`config.mk`:
```
export PLATFORM = sky130hd
export DESIGN_NAME = lcd_pwr_seq_flat
export DESIGN_NICKNAME = d
export VERILOG_FILES = /design/src/rtl/lcd_pwr_seq_pkg.sv /design/src/rtl/lcd_pwr_seq_if.sv /design/src/rtl/lcd_pwr_seq_sync_2ff.sv /design/src/rtl/lcd_pwr_seq.sv /design/src/flat_wrapper.sv
export SDC_FILE = /design/constraint.sdc
export NUM_CORES = 1
export LEC_CHECK = 0
export ABC_AREA = 1
export BUFFER_PORTS_ARGS = -buffer_cell sky130_fd_sc_hd__buf_2
export CAP_MARGIN = 0
export CORE_UTILIZATION = 45
export CTS_CLUSTER_SIZE = 8
export DETAILED_ROUTE_END_ITERATION = 10
export SETUP_SLACK_MARGIN = 0.2
export SYNTH_ARGS = -nofsm -noshare
export SYNTH_HDL_FRONTEND = slang
export SYNTH_SLANG_ARGS = --single-unit
```
`constraint.sdc`:
```
create_clock -name clk -period 1.8 [get_ports clk]
set_input_delay 0.36 -clock clk [delete_from_list [all_inputs] [get_ports clk]]
set_output_delay 0.36 -clock clk [all_outputs]
set_load 0.02 [all_outputs]
```
`src/rtl/lcd_pwr_seq_pkg.sv`:
```
// Shared types and constants for the LCD power/reset sequencer.
// Holds the sequencer state enum, default cycle counts, the relock counter
// width and the registered output bundle with its per-state decode.
package lcd_pwr_seq_pkg;

  typedef enum logic [2:0] {
    PLL_RST   = 3'd0,
    WAIT_LOCK = 3'd1,
    STABLE    = 3'd2,
    LCD_LOW   = 3'd3,
    LCD_WAIT  = 3'd4,
    RUN       = 3'd5
  } state_e;

  localparam int unsigned DEF_PLL_RST_CYC      = 16;
  localparam int unsigned DEF_LOCK_TIMEOUT_CYC = 1_000_000;
  localparam int unsigned DEF_LOCK_STABLE_CYC  = 4096;
  localparam int unsigned DEF_LCD_RST_LOW_CYC  = 700_000;
  localparam int unsigned DEF_LCD_RST_WAIT_CYC = 8_400_000;
  localparam int unsigned DEF_CNT_W            = 24;
  localparam int unsigned RELOCK_CNT_W         = 4;

  // Outputs that are a pure function of the sequencer state.
  typedef struct packed {
    logic pll_reset;
    logic lcd_rst_n;
    logic sys_rst_n;
    logic bl_en;
    logic ready;
  } seq_out_t;

  localparam seq_out_t OUT_RST = '{pll_reset: 1'b1, lcd_rst_n: 1'b0,
                                   sys_rst_n: 1'b0, bl_en: 1'b0, ready: 1'b0};

  function automatic seq_out_t decode_outs(state_e s);
    seq_out_t o;
    o.pll_reset = (s == PLL_RST);
    o.lcd_rst_n = (s == LCD_WAIT) || (s == RUN);
    o.sys_rst_n = (s == RUN);
    o.bl_en     = (s == RUN);
    o.ready     = (s == RUN);
    return o;
  endfunction

endpackage

```
`src/rtl/lcd_pwr_seq_if.sv`:
```
// Signal bundle between the power sequencer and the PLL / panel / LCD logic.
//   pll_lock   : PLL lock, asynchronous to clk (driven by slave side)
//   pll_reset  : active-high PLL reset
//   lcd_rst_n  : panel hardware reset, active low
//   sys_rst_n  : active-low reset to downstream LCD logic
//   bl_en      : backlight enable
//   ready      : sequence complete (RUN)
//   lock_lost  : sticky, lock dropped while in RUN
//   relock_cnt : saturating count of PLL re-reset events
// master = sequencer, slave = PLL / panel / downstream consumer.
interface lcd_pwr_seq_if;
  import lcd_pwr_seq_pkg::*;

  logic                    pll_lock;
  logic                    pll_reset;
  logic                    lcd_rst_n;
  logic                    sys_rst_n;
  logic                    bl_en;
  logic                    ready;
  logic                    lock_lost;
  logic [RELOCK_CNT_W-1:0] relock_cnt;

  modport master (
    input  pll_lock,
    output pll_reset, lcd_rst_n, sys_rst_n, bl_en, ready, lock_lost, relock_cnt
  );

  modport slave (
    output pll_lock,
    input  pll_reset, lcd_rst_n, sys_rst_n, bl_en, ready, lock_lost, relock_cnt
  );
endinterface

```
`src/rtl/lcd_pwr_seq_sync_2ff.sv`:
```
// Two-flop synchronizer for a single asynchronous level, reset to 0.
//   clk, rst_n : clock and async active-low reset
//   d          : asynchronous input
//   q          : synchronized output, two edges behind d
module sync_2ff (
  input  logic clk,
  input  logic rst_n,
  input  logic d,
  output logic q
);

  logic [1:0] sync_q;
  logic [1:0] sync_d;

  always_comb sync_d = {sync_q[0], d};

  always_ff @(posedge clk or negedge rst_n) begin
    if (!rst_n) sync_q <= '0;
    else        sync_q <= sync_d;
  end

  assign q = sync_q[1];

endmodule

```
`src/rtl/lcd_pwr_seq.sv`:
```
// LCD power-up / reset sequencer downstream of the LCD PLL.
// Resets the PLL, waits for a stable synchronized lock, pulses the panel
// reset, waits out the panel recovery time, then releases sys_rst_n, bl_en
// and ready. Runs on the free-running oscillator that also feeds the PLL.
// Ports:
//   clk, rst_n : oscillator clock, async active-low reset
//   bus        : lcd_pwr_seq_if.master (pll_lock in; resets, enables, status out)
// Build option: define LCD_PWR_SEQ_RELOCK_EN to make a lock loss in RUN restart
// the sequence from PLL_RST; otherwise RUN holds until rst_n and a lock loss
// only sets lock_lost.
module lcd_pwr_seq
  import lcd_pwr_seq_pkg::*;
#(
  parameter int unsigned PLL_RST_CYC      = DEF_PLL_RST_CYC,
  parameter int unsigned LOCK_TIMEOUT_CYC = DEF_LOCK_TIMEOUT_CYC,
  parameter int unsigned LOCK_STABLE_CYC  = DEF_LOCK_STABLE_CYC,
  parameter int unsigned LCD_RST_LOW_CYC  = DEF_LCD_RST_LOW_CYC,
  parameter int unsigned LCD_RST_WAIT_CYC = DEF_LCD_RST_WAIT_CYC,
  parameter int unsigned CNT_W            = DEF_CNT_W
) (
  input  logic          clk,
  input  logic          rst_n,
  lcd_pwr_seq_if.master bus
);

  logic                    lock_s;
  state_e                  state_q, state_d;
  logic [CNT_W-1:0]        tmr_q, tmr_d;
  logic                    tmr_exp;
  logic                    relock_evt;
  seq_out_t                out_q, out_d;
  logic                    lock_lost_q, lock_lost_d;
  logic [RELOCK_CNT_W-1:0] relock_cnt_q, relock_cnt_d;

  sync_2ff u_lock_sync (
    .clk   (clk),
    .rst_n (rst_n),
    .d     (bus.pll_lock),
    .q     (lock_s)
  );

  // Timer value loaded on entry to each state; a count of 2^CNT_W loads as 0
  // and wraps through the full range, so it still lasts exactly that long.
  function automatic logic [CNT_W-1:0] tmr_load(state_e s);
    logic [CNT_W-1:0] ld;
    unique case (s)
      PLL_RST:   ld = CNT_W'(PLL_RST_CYC);
      WAIT_LOCK: ld = CNT_W'(LOCK_TIMEOUT_CYC);
      STABLE:    ld = CNT_W'(LOCK_STABLE_CYC);
      LCD_LOW:   ld = CNT_W'(LCD_RST_LOW_CYC);
      LCD_WAIT:  ld = CNT_W'(LCD_RST_WAIT_CYC);
      default:   ld = '0;
    endcase
    return ld;
  endfunction

  assign tmr_exp = (tmr_q == CNT_W'(1));

  // State and timer registers.
  always_ff @(posedge clk or negedge rst_n) begin
    if (!rst_n) begin
      state_q <= PLL_RST;
      tmr_q   <= CNT_W'(PLL_RST_CYC);
    end else begin
      state_q <= state_d;
      tmr_q   <= tmr_d;
    end
  end

  // Next state, timer reload/decrement and re-reset event.
  always_comb begin
    state_d    = state_q;
    tmr_d      = tmr_q;
    relock_evt = 1'b0;
    unique case (state_q)
      PLL_RST:   if (tmr_exp) state_d = WAIT_LOCK;
      WAIT_LOCK: begin
        if (lock_s) begin
          state_d = STABLE;
        end else if (tmr_exp) begin
          state_d    = PLL_RST;
          relock_evt = 1'b1;
        end
      end
      // A lock drop wins over a simultaneous timer expiry.
      STABLE: begin
        if (!lock_s)      state_d = WAIT_LOCK;
        else if (tmr_exp) state_d = LCD_LOW;
      end
      LCD_LOW:   if (tmr_exp) state_d = LCD_WAIT;
      LCD_WAIT:  if (tmr_exp) state_d = RUN;
`ifdef LCD_PWR_SEQ_RELOCK_EN
      RUN: begin
        if (!lock_s) begin
          state_d    = PLL_RST;
          relock_evt = 1'b1;
        end
      end
`else
      RUN:       state_d = RUN;
`endif
      default:   state_d = PLL_RST;
    endcase

    if (state_d != state_q)  tmr_d = tmr_load(state_d);
    else if (state_q != RUN) tmr_d = tmr_q - CNT_W'(1);
  end

  // Registered outputs decoded from the next state, plus sticky status.
  always_comb begin
    out_d        = decode_outs(state_d);
    lock_lost_d  = lock_lost_q | ((state_q == RUN) & ~lock_s);
    relock_cnt_d = relock_cnt_q;
    if (relock_evt && (relock_cnt_q != '1)) relock_cnt_d = relock_cnt_q + RELOCK_CNT_W'(1);
  end

  always_ff @(posedge clk or negedge rst_n) begin
    if (!rst_n) begin
      out_q        <= OUT_RST;
      lock_lost_q  <= 1'b0;
      relock_cnt_q <= '0;
    end else begin
      out_q        <= out_d;
      lock_lost_q  <= lock_lost_d;
      relock_cnt_q <= relock_cnt_d;
    end
  end

  assign bus.pll_reset  = out_q.pll_reset;
  assign bus.lcd_rst_n  = out_q.lcd_rst_n;
  assign bus.sys_rst_n  = out_q.sys_rst_n;
  assign bus.bl_en      = out_q.bl_en;
  assign bus.ready      = out_q.ready;
  assign bus.lock_lost  = lock_lost_q;
  assign bus.relock_cnt = relock_cnt_q;

endmodule
```
`src/flat_wrapper.sv`:
```
// flat-port wrapper written by rule: the top's interface ports become plain ports
module lcd_pwr_seq_flat import lcd_pwr_seq_pkg::*;
#(
  parameter int unsigned PLL_RST_CYC      = DEF_PLL_RST_CYC,
  parameter int unsigned LOCK_TIMEOUT_CYC = DEF_LOCK_TIMEOUT_CYC,
  parameter int unsigned LOCK_STABLE_CYC  = DEF_LOCK_STABLE_CYC,
  parameter int unsigned LCD_RST_LOW_CYC  = DEF_LCD_RST_LOW_CYC,
  parameter int unsigned LCD_RST_WAIT_CYC = DEF_LCD_RST_WAIT_CYC,
  parameter int unsigned CNT_W            = DEF_CNT_W
)
  (clk, rst_n, bus_pll_lock, bus_pll_reset, bus_lcd_rst_n, bus_sys_rst_n, bus_bl_en, bus_ready, bus_lock_lost, bus_relock_cnt);
  lcd_pwr_seq_if bus_i ();
  input  logic clk;
  input  logic rst_n;
  input wire logic [$bits(bus_i.pll_lock)-1:0] bus_pll_lock;
  output wire logic [$bits(bus_i.pll_reset)-1:0] bus_pll_reset;
  output wire logic [$bits(bus_i.lcd_rst_n)-1:0] bus_lcd_rst_n;
  output wire logic [$bits(bus_i.sys_rst_n)-1:0] bus_sys_rst_n;
  output wire logic [$bits(bus_i.bl_en)-1:0] bus_bl_en;
  output wire logic [$bits(bus_i.ready)-1:0] bus_ready;
  output wire logic [$bits(bus_i.lock_lost)-1:0] bus_lock_lost;
  output wire logic [$bits(bus_i.relock_cnt)-1:0] bus_relock_cnt;
  assign bus_i.pll_lock = bus_pll_lock;
  assign bus_pll_reset = bus_i.pll_reset;
  assign bus_lcd_rst_n = bus_i.lcd_rst_n;
  assign bus_sys_rst_n = bus_i.sys_rst_n;
  assign bus_bl_en = bus_i.bl_en;
  assign bus_ready = bus_i.ready;
  assign bus_lock_lost = bus_i.lock_lost;
  assign bus_relock_cnt = bus_i.relock_cnt;
  lcd_pwr_seq #(.PLL_RST_CYC(PLL_RST_CYC), .LOCK_TIMEOUT_CYC(LOCK_TIMEOUT_CYC), .LOCK_STABLE_CYC(LOCK_STABLE_CYC), .LCD_RST_LOW_CYC(LCD_RST_LOW_CYC), .LCD_RST_WAIT_CYC(LCD_RST_WAIT_CYC), .CNT_W(CNT_W)) u_core (.clk(clk), .rst_n(rst_n), .bus(bus_i));
endmodule
```
## After elaboration in Yosys (flattened, before gate mapping)

Index checks and enable logic that the tools add are counted.

- Register bits: 37
- Output and inout port bits: 10
- Word-level logic and storage cells: 46

- $add $sub $neg: 2
- Eq/ne operators: 14
- Muxes and demuxes: 14
- Bitwise operators: 3
- Reduce and logical (&&, ||, !) cells: 5

Operators by type and width:

| cell | count |
|---|---|
| 24-bit one-hot mux with 5 select lines | 1 |
| 24-bit two-way mux | 2 |
| 24-bit by 1-bit equality test with 1-bit output, second input constant | 1 |
| 24-bit by 1-bit subtractor with 24-bit output, second input constant | 1 |
| 3-bit two-way mux | 7 |
| 3-bit one-hot mux with 6 select lines | 1 |
| 3-bit by 2-bit equality test with 1-bit output, second input constant | 4 |
| 3-bit equality test, second input constant | 4 |
| 3-bit by 1-bit equality test with 1-bit output, second input constant | 2 |
| 3-bit zero test | 2 |
| 4-bit by 1-bit adder with 4-bit output, second input constant | 1 |
| 4-bit inequality test, second input constant | 1 |
| 1-bit two-way mux | 3 |
| 3-bit inequality test | 1 |
| 3-bit inequality test, second input constant | 1 |
| 2-bit nonzero test | 1 |
| 1-bit AND | 1 |
| 1-bit logical AND | 1 |
| 1-bit logical OR | 1 |
| 1-bit NOT | 1 |
| 1-bit bitwise OR | 1 |

## Depth between registers and ports, before layout

- Word-level depth: 7
- Mapped depth: 17
- Gate-level depth less buffers: 16

## Modules after synthesis

A second synthesis with hierarchy kept.

- Cell total of the unflattened synthesis: 313
- Area total of the unflattened synthesis: 2,367.3 sq um

Modules (own cells, without submodules):

| module | times used | cells an instance | area each (sq um) | sequential area each (sq um) |
|---|---|---|---|---|
| lcd_pwr_seq | 1 | 311 | 2,317.2 | 878.3 |
| sync_2ff | 1 | 2 | 50.0 | 50.0 |

## Worst setup path before layout

Ideal clock, no wire load.

- Path type: reg-to-reg
- Start point: register u_core.tmr_q[1]
- End point: register u_core.tmr_q[10]
- Setup time: 0.117 ns
- Arrival: 1.739 ns
- Data required time: 1.683 ns
- Slack: -0.055 ns
- Stages on the path, launching flop included: 17
- Clock period less this slack: 1.855 ns
- Cells stage by stage: dfrtp_1 -> inv_1 -> ha_1 -> inv_1 -> nor2_1 -> nand2_1 -> nor2_4 -> nand3_4 -> a21oi_4 -> nand2_4 -> nand2_4 -> nand2_4 -> buf_8 -> nand3_2 -> nand2_1 -> nand2_1 -> nand2_1

- Cells in the longest elaborated chain, start to end: 7
- Elaborated cells between the ends (all ways): 20

Ends and longest elaborated chain:

| what | line | RTL |
|---|---|---|
| start, declared | lcd_pwr_seq.sv:28 | `logic [CNT_W-1:0] tmr_q, tmr_d;` |
| start signal, assigned | lcd_pwr_seq.sv:63 | `tmr_q <= CNT_W'(PLL_RST_CYC);` |
| start signal, assigned | lcd_pwr_seq.sv:66 | `tmr_q <= tmr_d;` |
| 24-bit by 1-bit equality test with 1-bit output | lcd_pwr_seq.sv:57 | `assign tmr_exp = (tmr_q == CNT_W'(1));` |
| 3-bit two-way mux, on equally long branches | lcd_pwr_seq.sv:88, lcd_pwr_seq.sv:80 |  |
| 3-bit two-way mux, on equally long branches | lcd_pwr_seq.sv:87, lcd_pwr_seq.sv:78 |  |
| 3-bit one-hot mux with 6 select lines | lcd_pwr_seq.sv:75 | `unique case (state_q)` |
| 3-bit equality test (tied with other cells) | lcd_pwr_seq.sv:46 | `unique case (s)` |
| 24-bit one-hot mux with 5 select lines | lcd_pwr_seq.sv:46 |  |
| 24-bit two-way mux | lcd_pwr_seq.sv:105 | `if (state_d != state_q) tmr_d = tmr_load(state_d);` |

Several ways; a longest one is shown, not always the timed one. The select of a mux whose other input is x is not followed.
A chain may end at the register's enable or synchronous reset.

## Worst setup path in the final report

- Start point: register u_core.tmr_q[1]
- End point: register u_core.tmr_q[23]

The elaborated chain is that of the path after synthesis.

==> flow_metrics.tcl <==
set metrics [dict create \
    synth.yosys.seq_area_share 0.387 \
    fmax_ghz 0.485 \
    critPathSlowestCell "dfrtp_1" \
    yosys.area.top_type "dfrtp_1" \
    p_per_area_nw_per_um2 499 \
    fp-row-count 26 \
    ys_types 38 \
    start_util 0.470 \
    grt_pass1_vias 2169 \
    core_area_sq_um 5110 \
    fin_setup_tns_ps -4080 \
    synthTopCellsByArea "dfrtp_1 (36%), nand2_1 (13%), xor2_1 (6.2%)" \
    dpl.hpwl_mm 4.66 \
    dr.pass1.iters 4 \
    skew_ps 3.68 \
    drv_slew 0 \
    dr_total_vias 2330 \
    clk_latency_ps 290 \
    rrSetupSlack_ps -260 \
    ys_seq_elements 37 \
    syn_area_sq_um 2400 \
    crit_chain "inv_2 > ha_4 > inv_2 > nor2_1 > nand2_1 > nor2_4 > nand3_4 > a21oi_4 > nand3_2 > nand2_8 > buf_4 > nand3_2 > a21oi_1" \
    synth_ff_type "dfrtp_1" \
    dieArea_sq_um 5630 \
    cp_top_family "simple AND/OR/NAND/NOR gates" \
    synthCells 306 \
    arrival_ps 2270 \
    grt_max_degree 27 \
    post-synth-top-count-cell "nand2_1" \
    setup_viol 29 \
    startpoint_type "flip-flop" \
    first_iter_violations 118 \
    clock_sinks 37 \
    status "finished, violations left" \
    place_area_sq_um 3090 \
    r2r_end "u_core.tmr_q[23]" \
    io_buffers 12 \
    io_pins 13 \
    cp-startpoint "u_core.tmr_q[1]" \
    end_kind "flip-flop" \
    slew_headroom 0.701 \
    cts_root_buf "clkbuf_8" \
    yosys-top-cells-count "nand2_1 (83), dfrtp_1 (35), nor2_1 (29)" \
    htreeDepth 2 \
    grt-ovfl-total 0 \
    r2r-start "u_core.tmr_q[1]" \
    synth_edf_count 0 \
    violations "setup timing" \
    grt_antenna_before_repair 0 \
    cts_hold_buf 0 \
    die_w_um 75.0 \
    globalplace.congestion 0.821 \
    grt_usage 0.247 \
    cts_tree "built" \
    antenna_left 0 \
    remaining_drc_errors 0 \
    die_h_um 75.0 \
    worst-path-buf-inv 3 \
    final_cell_area_sq_um 3460 \
    min_period_over_period 1.15 \
    worstMarginPinSlew_ps 448 \
    diodes 0 \
    cts.path.max_buffers 2 \
    reg2reg_depth 13 \
    endpoint "u_core.tmr_q[23]" \
    path_depth 13 \
    yosysWarnings 0 \
    max-vdd-ir-drop_mv 0.359 \
    p_leak_nw 1.75 \
    path_class "flip-flop to flip-flop" \
    final_layout_size_suffix_gt1_frac 0.430 \
    crit_fanout 17 \
    wl_per_cell_um 14.2 \
    area_growth_pct 44.3 \
    nNetsFinal 407 \
    numCtsBuffers 5 \
    rsz0062_at_grt "true" \
    postSynthAreaPerCell_sq_um 7.85 \
    postSynthNetCount 312 \
    period_needed_ps 2060 \
    holdWs_ps 4.19 \
    grt_pass1_wl_mm 10.2 \
    min_path_type "input pin to async pin" \
    cpPeakStageDelay_ps 390 \
    async_reset_ff_frac 1.00 \
    path_clk_slew_ps 80 \
    final_hold_viol_count 0 \
    worstPathRequired_ps 2000 \
    yosys.area.top_type_share 0.365 \
    drv_cap 0 \
    timing.final.ws_setup_ps -262 \
    totalWireLength_mm 6.68 \
    routed_via_density 4.94 \
]
==> area by class of cell <==
class                           count  area (sq um)
Clock inverter                      3          65.1
Fill cell                         405          1640
Inverter                           30           113
Clock buffer                        5          68.8
Sequential cell                    37           928
Timing Repair Buffer               97           737
Tap cell                           70          87.6
Multi-Input combinational cell    230          1470
==> timing repair <==
item,CTS,global route
gates resized for setup,19,21
hold endpoints to repair,0,0
setup buffers,2,7
endpoints found under the setup margin,30,32
pin swaps,2,11
==> report_power, final <==
group          switching, mW  internal, mW  total, mW  leakage [nW]
sequential           0.00171         0.833      0.835         0.391
combinational         0.0197       0.00741     0.0271          1.29
clock                  0.318         0.551      0.868        0.0681
total                  0.339          1.39       1.73          1.75
==> cells in the final DEF, fill, tap and decap left out, drive strengths merged, types with 3 or more instances in the layout <==
| cell type | Yosys | layout |
|---|---|---|
| nor2 | 39 | 39 |
| nor4 | 4 | 4 |
| ha | 3 | 3 |
| inv | 30 | 30 |
| xnor2 | 6 | 6 |
| dfrtp | 35 | 35 |
| nor3 | 12 | 12 |
| xor2 | 17 | 17 |
| nand2 | 92 | 92 |
| buf | 8 | 97 |
| nand4 | 7 | 7 |
| a21oi | 8 | 8 |
| o21ai | 6 | 6 |
| nand3 | 27 | 27 |
| clkbuf | 1 | 5 |
==> how the worst min path moves through the flow <==
| stage | end | slack, ps |
|---|---|---|
| 2_1_floorplan | u_core.bus.lcd_rst_n | 60 |
| 3_3_place_gp | u_core.tmr_q[0] | 330 |
| 3_5_place_dp | u_core.tmr_q[0] | 330 |
| 4_1_cts | u_core.tmr_q[20] | 20 |
| 5_1_grt | u_core.tmr_q[20] | 40 |
| 6_report | u_core.tmr_q[20] | 4 |
==> kinds of logic (layout without fill, tap and decap cells) <==
kind of cell             Yosys count  count (layout)  share of synthesized area
AND/OR/NAND/NOR                  186             186                      0.389
buffers and inverters             39             135                     0.0750
flip-flops                        37              37                      0.387
XOR/XNOR                          23              23                     0.0839
AO/OA/AOI/OAI                     17              17                     0.0453
adder cells (fa/ha/maj)            3               3                     0.0156
multiplexers                       1               1                    0.00469
==> through the flow <==
| step | total power [mW] | cells | utilization | setup slack [ps] |
|---|---|---|---|---|
| 4_1_cts | 1.74 | 465 | 0.651 | -151 |
| 6_report | 1.73 | 472 | 0.678 | -262 |
| 2_1_floorplan | 0.851 | 306 | - | -44.5 |
| 5_1_grt | 1.78 | 472 | 0.678 | -355 |
| 3_3_place_gp | 0.878 | 455 | 0.604 | -141 |
| 3_5_place_dp | 0.879 | 455 | 0.604 | -196 |
==> state kept, by name, summed over array words and instances (netlist names) <==
signal                     count
u_core.tmr_q                  24
u_core.bus.lock_lost           1
u_core.bus.lcd_rst_n           1
u_core.bus.pll_reset           1
u_core.bus.sys_rst_n           1
u_core.bus.relock_cnt          4
u_core.state_q                 3
u_core.u_lock_sync.sync_q      2
==> layer usage <==
layer  global-route usage  up-vias  wire length, um
met5                    0        -                0
met4               0.0860        0              108
met3               0.0415       12              221
met2                0.409       43             3300
met1                0.327     1106             3050
li1                     -     1169                -
(Power assumes the default switching activity.)
